File: src/rtl/sata_phy_pkg.sv
// Shared state encoding and OOB timing constants for the SATA link bring-up
// sequencer and the PHY wrapper it drives.
package sata_phy_pkg;

    typedef enum logic [2:0] {
        ST_IDLE      = 3'd0,
        ST_RESET     = 3'd1,
        ST_WAIT_PLL  = 3'd2,
        ST_START     = 3'd3,
        ST_WAIT_LINK = 3'd4,
        ST_LINKED    = 3'd5,
        ST_HOLDOFF   = 3'd6,
        ST_FAIL      = 3'd7
    } state_t;

    // OOB burst/gap timing in UI, shared with the PHY wrapper.
    localparam int unsigned OOB_BURST_UI      = 160;
    localparam int unsigned OOB_COMINIT_GAP   = 480;
    localparam int unsigned OOB_COMWAKE_GAP   = 160;
    localparam int unsigned OOB_BURST_COUNT   = 6;

    function automatic logic [3:0] sat_inc4(input logic [3:0] v);
        return (v == 4'hF) ? 4'hF : v + 4'd1;
    endfunction

endpackage

File: src/rtl/sata_sync_bit.sv
// Two-flop synchroniser for a single asynchronous level, resets to 0.
module sata_sync_bit (
    input  logic clk,
    input  logic rst_n,
    input  logic d,
    output logic q
);

    logic meta_q;
    logic sync_q;

    always_ff @(posedge clk or negedge rst_n) begin
        if (!rst_n) begin
            meta_q <= 1'b0;
            sync_q <= 1'b0;
        end else begin
            meta_q <= d;
            sync_q <= meta_q;
        end
    end

    assign q = sync_q;

endmodule

File: src/rtl/sata_phy_link_ctrl.sv
// Per-port SATA PHY link bring-up sequencer with retry/holdoff.
// Define SATA_PHY_LINK_CTRL_STATS_EN to add drop_cnt/attempt_cnt outputs.
module sata_phy_link_ctrl
    import sata_phy_pkg::*;
#(
    parameter int C_RESET_CYCLES   = 64,
    parameter int C_PLL_TIMEOUT    = 4096,
    parameter int C_LINK_TIMEOUT   = 750000,
    parameter int C_HOLDOFF_CYCLES = 1024,
    parameter int C_RETRY_MAX      = 4
) (
    input  logic        clk,
    input  logic        rst_n,
    input  logic        port_en,
    input  logic        plllock,
    input  logic        linkup,
    input  logic        comm_init,
    output logic        phyreset,
    output logic        start_comm,
    output logic        link_ready,
    output logic        link_fail,
    output logic [3:0]  retry_cnt,
`ifdef SATA_PHY_LINK_CTRL_STATS_EN
    output logic [15:0] drop_cnt,
    output logic [15:0] attempt_cnt,
`endif
    output logic [2:0]  ctrl_state
);

    localparam int MAX_A   = (C_RESET_CYCLES > C_PLL_TIMEOUT)
                             ? C_RESET_CYCLES : C_PLL_TIMEOUT;
    localparam int MAX_B   = (C_LINK_TIMEOUT > C_HOLDOFF_CYCLES)
                             ? C_LINK_TIMEOUT : C_HOLDOFF_CYCLES;
    localparam int TMR_MAX = (MAX_A > MAX_B) ? MAX_A : MAX_B;
    localparam int TMR_W   = $clog2(TMR_MAX + 1);

    localparam logic [TMR_W-1:0] LD_RESET   = TMR_W'(C_RESET_CYCLES - 1);
    localparam logic [TMR_W-1:0] LD_PLL     = TMR_W'(C_PLL_TIMEOUT - 1);
    localparam logic [TMR_W-1:0] LD_LINK    = TMR_W'(C_LINK_TIMEOUT - 1);
    localparam logic [TMR_W-1:0] LD_HOLDOFF = TMR_W'(C_HOLDOFF_CYCLES - 1);

    localparam int         RETRY_CLAMP = (C_RETRY_MAX > 15) ? 15 : C_RETRY_MAX;
    localparam logic [3:0] RETRY_LIM   = 4'(RETRY_CLAMP);

    state_t           state_q, state_d;
    logic [TMR_W-1:0] tmr_q, tmr_d;
    logic             phyreset_q, phyreset_d;
    logic             start_comm_q, start_comm_d;
    logic             link_ready_q, link_ready_d;
    logic             link_fail_q, link_fail_d;
    logic [3:0]       retry_cnt_q, retry_cnt_d;
    logic [3:0]       retry_inc;
    logic             attempt_fail;
    logic             tmr_zero;
    logic             pll_ok;

    sata_sync_bit u_pll_sync (
        .clk   (clk),
        .rst_n (rst_n),
        .d     (plllock),
        .q     (pll_ok)
    );

    assign tmr_zero  = (tmr_q == '0);
    assign retry_inc = sat_inc4(retry_cnt_q);

    function automatic logic [TMR_W-1:0] tmr_load(input state_t s);
        unique case (s)
            ST_RESET:     return LD_RESET;
            ST_WAIT_PLL:  return LD_PLL;
            ST_WAIT_LINK: return LD_LINK;
            ST_HOLDOFF:   return LD_HOLDOFF;
            default:      return '0;
        endcase
    endfunction

    always_ff @(posedge clk or negedge rst_n) begin
        if (!rst_n) begin
            state_q      <= ST_IDLE;
            tmr_q        <= '0;
            phyreset_q   <= 1'b1;
            start_comm_q <= 1'b0;
            link_ready_q <= 1'b0;
            link_fail_q  <= 1'b0;
            retry_cnt_q  <= 4'd0;
        end else begin
            state_q      <= state_d;
            tmr_q        <= tmr_d;
            phyreset_q   <= phyreset_d;
            start_comm_q <= start_comm_d;
            link_ready_q <= link_ready_d;
            link_fail_q  <= link_fail_d;
            retry_cnt_q  <= retry_cnt_d;
        end
    end

    always_comb begin
        state_d      = state_q;
        attempt_fail = 1'b0;
        if (!port_en) begin
            state_d = ST_IDLE;
        end else begin
            unique case (state_q)
                ST_IDLE:      state_d = ST_RESET;
                ST_RESET:     if (tmr_zero) state_d = ST_WAIT_PLL;
                ST_WAIT_PLL: begin
                    if (pll_ok)        state_d = ST_START;
                    else if (tmr_zero) attempt_fail = 1'b1;
                end
                ST_START: begin
                    if (!pll_ok) attempt_fail = 1'b1;
                    else         state_d = ST_WAIT_LINK;
                end
                // linkup beats a same-cycle timeout
                ST_WAIT_LINK: begin
                    if (!pll_ok)       attempt_fail = 1'b1;
                    else if (linkup)   state_d = ST_LINKED;
                    else if (tmr_zero) attempt_fail = 1'b1;
                end
                ST_LINKED: begin
                    if (!pll_ok)                   attempt_fail = 1'b1;
                    else if (!linkup || comm_init) state_d = ST_HOLDOFF;
                end
                ST_HOLDOFF:   if (tmr_zero) state_d = ST_RESET;
                ST_FAIL:      state_d = ST_FAIL;
                default:      state_d = ST_IDLE;
            endcase
            if (attempt_fail) begin
                if (RETRY_LIM != 4'd0 && retry_inc >= RETRY_LIM)
                    state_d = ST_FAIL;
                else
                    state_d = ST_HOLDOFF;
            end
        end

        if (state_d != state_q) tmr_d = tmr_load(state_d);
        else if (!tmr_zero)     tmr_d = tmr_q - 1'b1;
        else                    tmr_d = tmr_q;
    end

    always_comb begin
        phyreset_d   = state_d inside {ST_IDLE, ST_RESET, ST_HOLDOFF, ST_FAIL};
        start_comm_d = (state_d == ST_START);
        link_ready_d = (state_d == ST_LINKED);
        link_fail_d  = (state_d == ST_FAIL);
        retry_cnt_d  = retry_cnt_q;
        if (state_d == ST_IDLE || state_d == ST_LINKED)
            retry_cnt_d = 4'd0;
        else if (attempt_fail)
            retry_cnt_d = retry_inc;
    end

`ifdef SATA_PHY_LINK_CTRL_STATS_EN
    logic [15:0] drop_cnt_q, drop_cnt_d;
    logic [15:0] attempt_cnt_q, attempt_cnt_d;

    always_comb begin
        drop_cnt_d    = drop_cnt_q;
        attempt_cnt_d = attempt_cnt_q;
        if (state_q == ST_LINKED && state_d == ST_HOLDOFF && drop_cnt_q != 16'hFFFF)
            drop_cnt_d = drop_cnt_q + 16'd1;
        if (state_q != ST_START && state_d == ST_START && attempt_cnt_q != 16'hFFFF)
            attempt_cnt_d = attempt_cnt_q + 16'd1;
    end

    always_ff @(posedge clk or negedge rst_n) begin
        if (!rst_n) begin
            drop_cnt_q    <= 16'd0;
            attempt_cnt_q <= 16'd0;
        end else begin
            drop_cnt_q    <= drop_cnt_d;
            attempt_cnt_q <= attempt_cnt_d;
        end
    end

    assign drop_cnt    = drop_cnt_q;
    assign attempt_cnt = attempt_cnt_q;
`endif

    assign phyreset   = phyreset_q;
    assign start_comm = start_comm_q;
    assign link_ready = link_ready_q;
    assign link_fail  = link_fail_q;
    assign retry_cnt  = retry_cnt_q;
    assign ctrl_state = state_q;

endmodule
File: config.mk
export PLATFORM = sky130hd
export DESIGN_NAME = sata_phy_link_ctrl
export DESIGN_NICKNAME = d
export VERILOG_FILES = /design/src/rtl/sata_phy_pkg.sv /design/src/rtl/sata_sync_bit.sv /design/src/rtl/sata_phy_link_ctrl.sv
export SDC_FILE = /design/constraint.sdc
export NUM_CORES = 1
export LEC_CHECK = 0
export ABC_AREA = 1
export ABC_CLOCK_PERIOD_IN_PS = 2800
export CAP_MARGIN = 0
export CORE_MARGIN = 2
export CORE_UTILIZATION = 40
export DETAILED_ROUTE_END_ITERATION = 7
export SETUP_SLACK_MARGIN = 0.02
export SYNTH_ARGS = -nofsm -noshare
export SYNTH_HDL_FRONTEND = slang
export SYNTH_SLANG_ARGS = --single-unit
File: constraint.sdc
create_clock -name clk -period 2.8 [get_ports clk]
set_input_delay 0.42 -clock clk [delete_from_list [all_inputs] [get_ports clk]]
set_output_delay 0.42 -clock clk [all_outputs]
set_load 0.005 [all_outputs]
==> flow_summary.json, run 1 <==
{
  "status": "finished clean",
  "instances_no_fill": 366,
  "insertedDiodeCount": 0,
  "die_width_microns": 78.9,
  "synthesized_netlist_net_count": 281,
  "number_of_flops_mapped_to_enable_cells_by_yosys": 0,
  "vdd.ir_drop.worst_v": 0.000348,
  "critical-path-top-delay-family": "simple AND/OR/NAND/NOR gates",
  "design.final.nets": 304,
  "finalMaxSlewViolations": 0,
  "total_leakage_power_nw": 1.20,
  "final.period_utilization_pct": 89.7,
  "fin_area_sq_um": 2600,
  "largest_incremental_delay_on_the_critical_path_ns": 0.38,
  "via_per_inst": 5.01,
  "io-pin-count": 17,
  "post_route_cells_drive_above_1_share_pct": 18.0,
  "detail_route.first_pass.iterations": 4,
  "seq_power_share_pct": 33.8,
  "worst_hold_slack_ns": 0.355,
  "critical-path-slowest-cell": "sky130_fd_sc_hd__dfrtp_1",
  "total_die_area_sq_um": 6220,
  "cp_endpoint_kind": "register",
  "vias": 1832,
  "first_pass_grt_wire_length_microns": 7990,
  "total_switching_power_w": 0.000819,
  "core-area_sq_um": 5470,
  "first_iter_violations": 93,
  "grt_setup_unrepaired": "false",
  "cts_hold_buffers": 0,
  "worst-endpoint-arrival_ns": 2.66,
  "multiInputGateArea_sq_um": 1270,
  "grt_antenna_before_repair": 0,
  "crit_chain": "inv_1 -> ha_1 -> nand2_4 -> nor2_8 -> nand3_4 -> clkinv_4 -> nand2_2 -> nand2_4 -> nand3_4 -> nand3_2 -> nand2_4 -> nor2_8 -> nand3_4 -> inv_2 -> a21oi_1",
  "synth.top_cell.area_share_pct": 35.7,
  "dp_hpwl_microns": 3390,
  "synth.area.top_cells": "sky130_fd_sc_hd__dfrtp_1 36%, sky130_fd_sc_hd__nand2_1 7.4%, sky130_fd_sc_hd__nor2_1 5.9%",
  "grt_max_degree": 34,
  "path_clk_slew_ns": 0.07,
  "postRouteAntennaNets": 0,
  "drc": 0,
  "number_of_clock_sinks": 33,
  "post-place-cells": 358,
  "gp_congestion": 0.835,
  "grt.total_usage_pct": 16.3,
  "holdCritPathClass": "reg -> reg",
  "yosysTopAreaCell": "sky130_fd_sc_hd__dfrtp_1",
  "post-cts-setup-buffer-count": 0,
  "cts_inserted_buffers": 5,
  "cts_root_buffer": "sky130_fd_sc_hd__clkbuf_8",
  "detail_route.wirelength_microns": 4540,
  "synth-warning-count": 0,
  "synthTopCellsByCount": "44 x sky130_fd_sc_hd__nand2_1, 35 x sky130_fd_sc_hd__nor2_1, 32 x sky130_fd_sc_hd__dfrtp_1",
  "worstSkewPairLatency_ns": 0.28,
  "grt_pass1_vias": 1783,
  "ys_async_sr_fraction_pct": 100,
  "timing.setup.critical_path_class": "reg -> reg",
  "yosys.cell_count.top_type": "sky130_fd_sc_hd__nand2_1",
  "area_growth_from_synthesis_to_layout_pct": 15.9,
  "overall_overflow_remaining_after_global_route": 0,
  "h-tree-depth": 2,
  "seqCellArea_sq_um": 827,
  "report.final.hold_viol_count": 0,
  "ctsResizeCount": 0,
  "timing.final.crit_period_ns": 2.51,
  "critPathRequiredTime_ns": 2.95,
  "post_drt_wl_per_cell_microns": 12.4,
  "yosys.cell_types.count": 34,
  "die_h_microns": 78.9,
  "power.density_cell_area_nw_per_um2": 795,
  "final.setup_skew_ns": 0.00784,
  "share_comb_of_total_power_pct": 43.4,
  "postSynth.topFlopCell": "sky130_fd_sc_hd__dfrtp_1",
  "floorplan.initialDensity_pct": 40.9,
  "final.fill_count": 570,
  "max-cap-violations": 0,
  "syn-cell-area_sq_um": 2240,
  "worst_pin_slew_ns": 0.417,
  "setup_tns_ns": 0,
  "cts_tree": "done",
  "fmax_mhz": 398,
  "worstPathBufferInverterCount": 3,
  "ys_seq_area_share_pct": 36.9,
  "row_count": 27,
  "critPathMaxFanout": 15,
  "cts_buffer_depth": 2,
  "setup-violations-final": 0,
  "synthesis.area_per_instance_sq_um": 8.30,
  "postSynthRegisterBits": 33,
  "clock_power_share_pct": 22.8,
  "postPlaceCellArea_sq_um": 2480,
  "timing.slew.headroom_pct": 72.2,
  "setup.worst_path.start_class": "register",
  "syn_inst": 270,
  "io_buffers": 16,
  "power_switching_share_pct": 39.7,
  "internal_power_w": 0.00124
}
kinds of logic after synthesis:
group	Yosys count	share of synthesized area, %
compound gates	36	9.16
flops	33	36.9
fa+ha+maj	5	2.79
xor+xnor	18	7.04
simple gates	148	37.7
buf+inv	30	6.42
through the flow:
stage	power [W]	worst slack (ns)	util, %
after floorplan	0.00146	0.585	-
after global placement	0.00162	0.307	45.2
after detailed placement	0.00161	0.267	45.2
after CTS	0.00209	0.260	47.4
after global routing	0.00224	0.0680	47.4
final	0.00206	0.287	47.4
layout make-up:
type	instances	share of cell area, %
timing repair buffer	19	7.04
multi-input combinational	207	48.9
tap	72	3.47
inverter	27	4.10
clock buffer	6	3.18
clock inverter	2	1.45
sequential	33	31.9
metal layers:
metal | vias to the layer above | GRT usage (%) | share of wire, %
li1 | 931 | - | -
met1 | 867 | 21.1 | 49
met2 | 30 | 27.2 | 48
met3 | 4 | 3.41 | 2.3
met4 | 0 | 5.86 | 1.3
met5 | - | 0 | 0
cells in the final DEF, fill, tap and decap left out:
master                            netlist  final
sky130_fd_sc_hd__bufinv_16              0      1
sky130_fd_sc_hd__clkdlybuf4s50_1        0     16
sky130_fd_sc_hd__nand3_4                4      4
sky130_fd_sc_hd__nor2_4                 2      2
sky130_fd_sc_hd__dfstp_2                1      1
sky130_fd_sc_hd__nand2_2                9      9
sky130_fd_sc_hd__ha_1                   5      5
sky130_fd_sc_hd__inv_1                 23     23
sky130_fd_sc_hd__nand2_1               44     44
sky130_fd_sc_hd__o21a_1                 1      1
sky130_fd_sc_hd__buf_4                  0      3
sky130_fd_sc_hd__o21ai_1                1      1
sky130_fd_sc_hd__a21o_1                 1      1
sky130_fd_sc_hd__inv_2                  3      3
sky130_fd_sc_hd__nand3_2                8      8
sky130_fd_sc_hd__dfrtp_1               32     32
sky130_fd_sc_hd__and2_1                 1      1
sky130_fd_sc_hd__o211ai_1               3      3
sky130_fd_sc_hd__a21oi_1               22     22
sky130_fd_sc_hd__clkinvlp_4             0      1
sky130_fd_sc_hd__o21ai_0                3      3
sky130_fd_sc_hd__clkbuf_8               0      6
sky130_fd_sc_hd__nor2_1                35     35
sky130_fd_sc_hd__o22ai_1                2      2
sky130_fd_sc_hd__nand3_1               23     23
sky130_fd_sc_hd__or2_2                  2      2
sky130_fd_sc_hd__o21ai_2                1      1
sky130_fd_sc_hd__a21oi_2                1      1
sky130_fd_sc_hd__nand3b_1               1      1
sky130_fd_sc_hd__xor2_1                 9      9
sky130_fd_sc_hd__nand2_4                8      8
sky130_fd_sc_hd__nand4_1                2      2
sky130_fd_sc_hd__xnor2_1                9      9
sky130_fd_sc_hd__nor2_8                 2      2
sky130_fd_sc_hd__o21bai_1               1      1
sky130_fd_sc_hd__clkinv_4               1      1
sky130_fd_sc_hd__nor3_1                 7      7
power by group through the flow:
stage	clock, W	sequential [W]	combinational (W)
after floorplan	0	0.000683	0.000774
after global placement	0	0.000706	0.000910
after detailed placement	0	0.000708	0.000907
after CTS	0.000486	0.000699	0.000910
after global routing	0.000500	0.000716	0.00102
final	0.000470	0.000698	0.000897
registers in the layout, indices dropped and copies added, names as in the netlist:
register           flops
tmr_q                 20
retry_cnt              4
link_fail              1
ctrl_state             3
u_pll_sync.meta_q      1
phyreset               1
u_pll_sync.q           1
link_ready             1
start_comm             1
final timing paths:
kind	endpoint	startpoint	cells after the start	slack (ns)
worst min-delay path	u_pll_sync.q	u_pll_sync.meta_q	0	0.35
min in group asynchronous	retry_cnt[3]	rst_n	2	0.53
worst max register to register	tmr_q[4]	tmr_q[0]	15	0.29
max in group asynchronous	phyreset	rst_n	2	1.94
worst min register to register	u_pll_sync.q	u_pll_sync.meta_q	0	0.35
worst max-delay path	tmr_q[4]	tmr_q[0]	15	0.29
(Power assumes the default switching activity.)
==> run 2: changes to the inputs <==
- ABC_CLOCK_PERIOD_IN_PS: 2800 -> not set
==> results of run 2 <==
The final DEF is identical to that of run 1; final timing and power are the same.
==> run 3: changes to the inputs <==
- MAX_ROUTING_LAYER: not set -> met4
==> results of run 3 <==
The final DEF is identical to that of run 1; final timing and power are the same.
Among the figures that moved: final weighted congestion in routability-driven placement 0.835 -> 0.848; overall routing resource usage 16.3% -> 16.8%
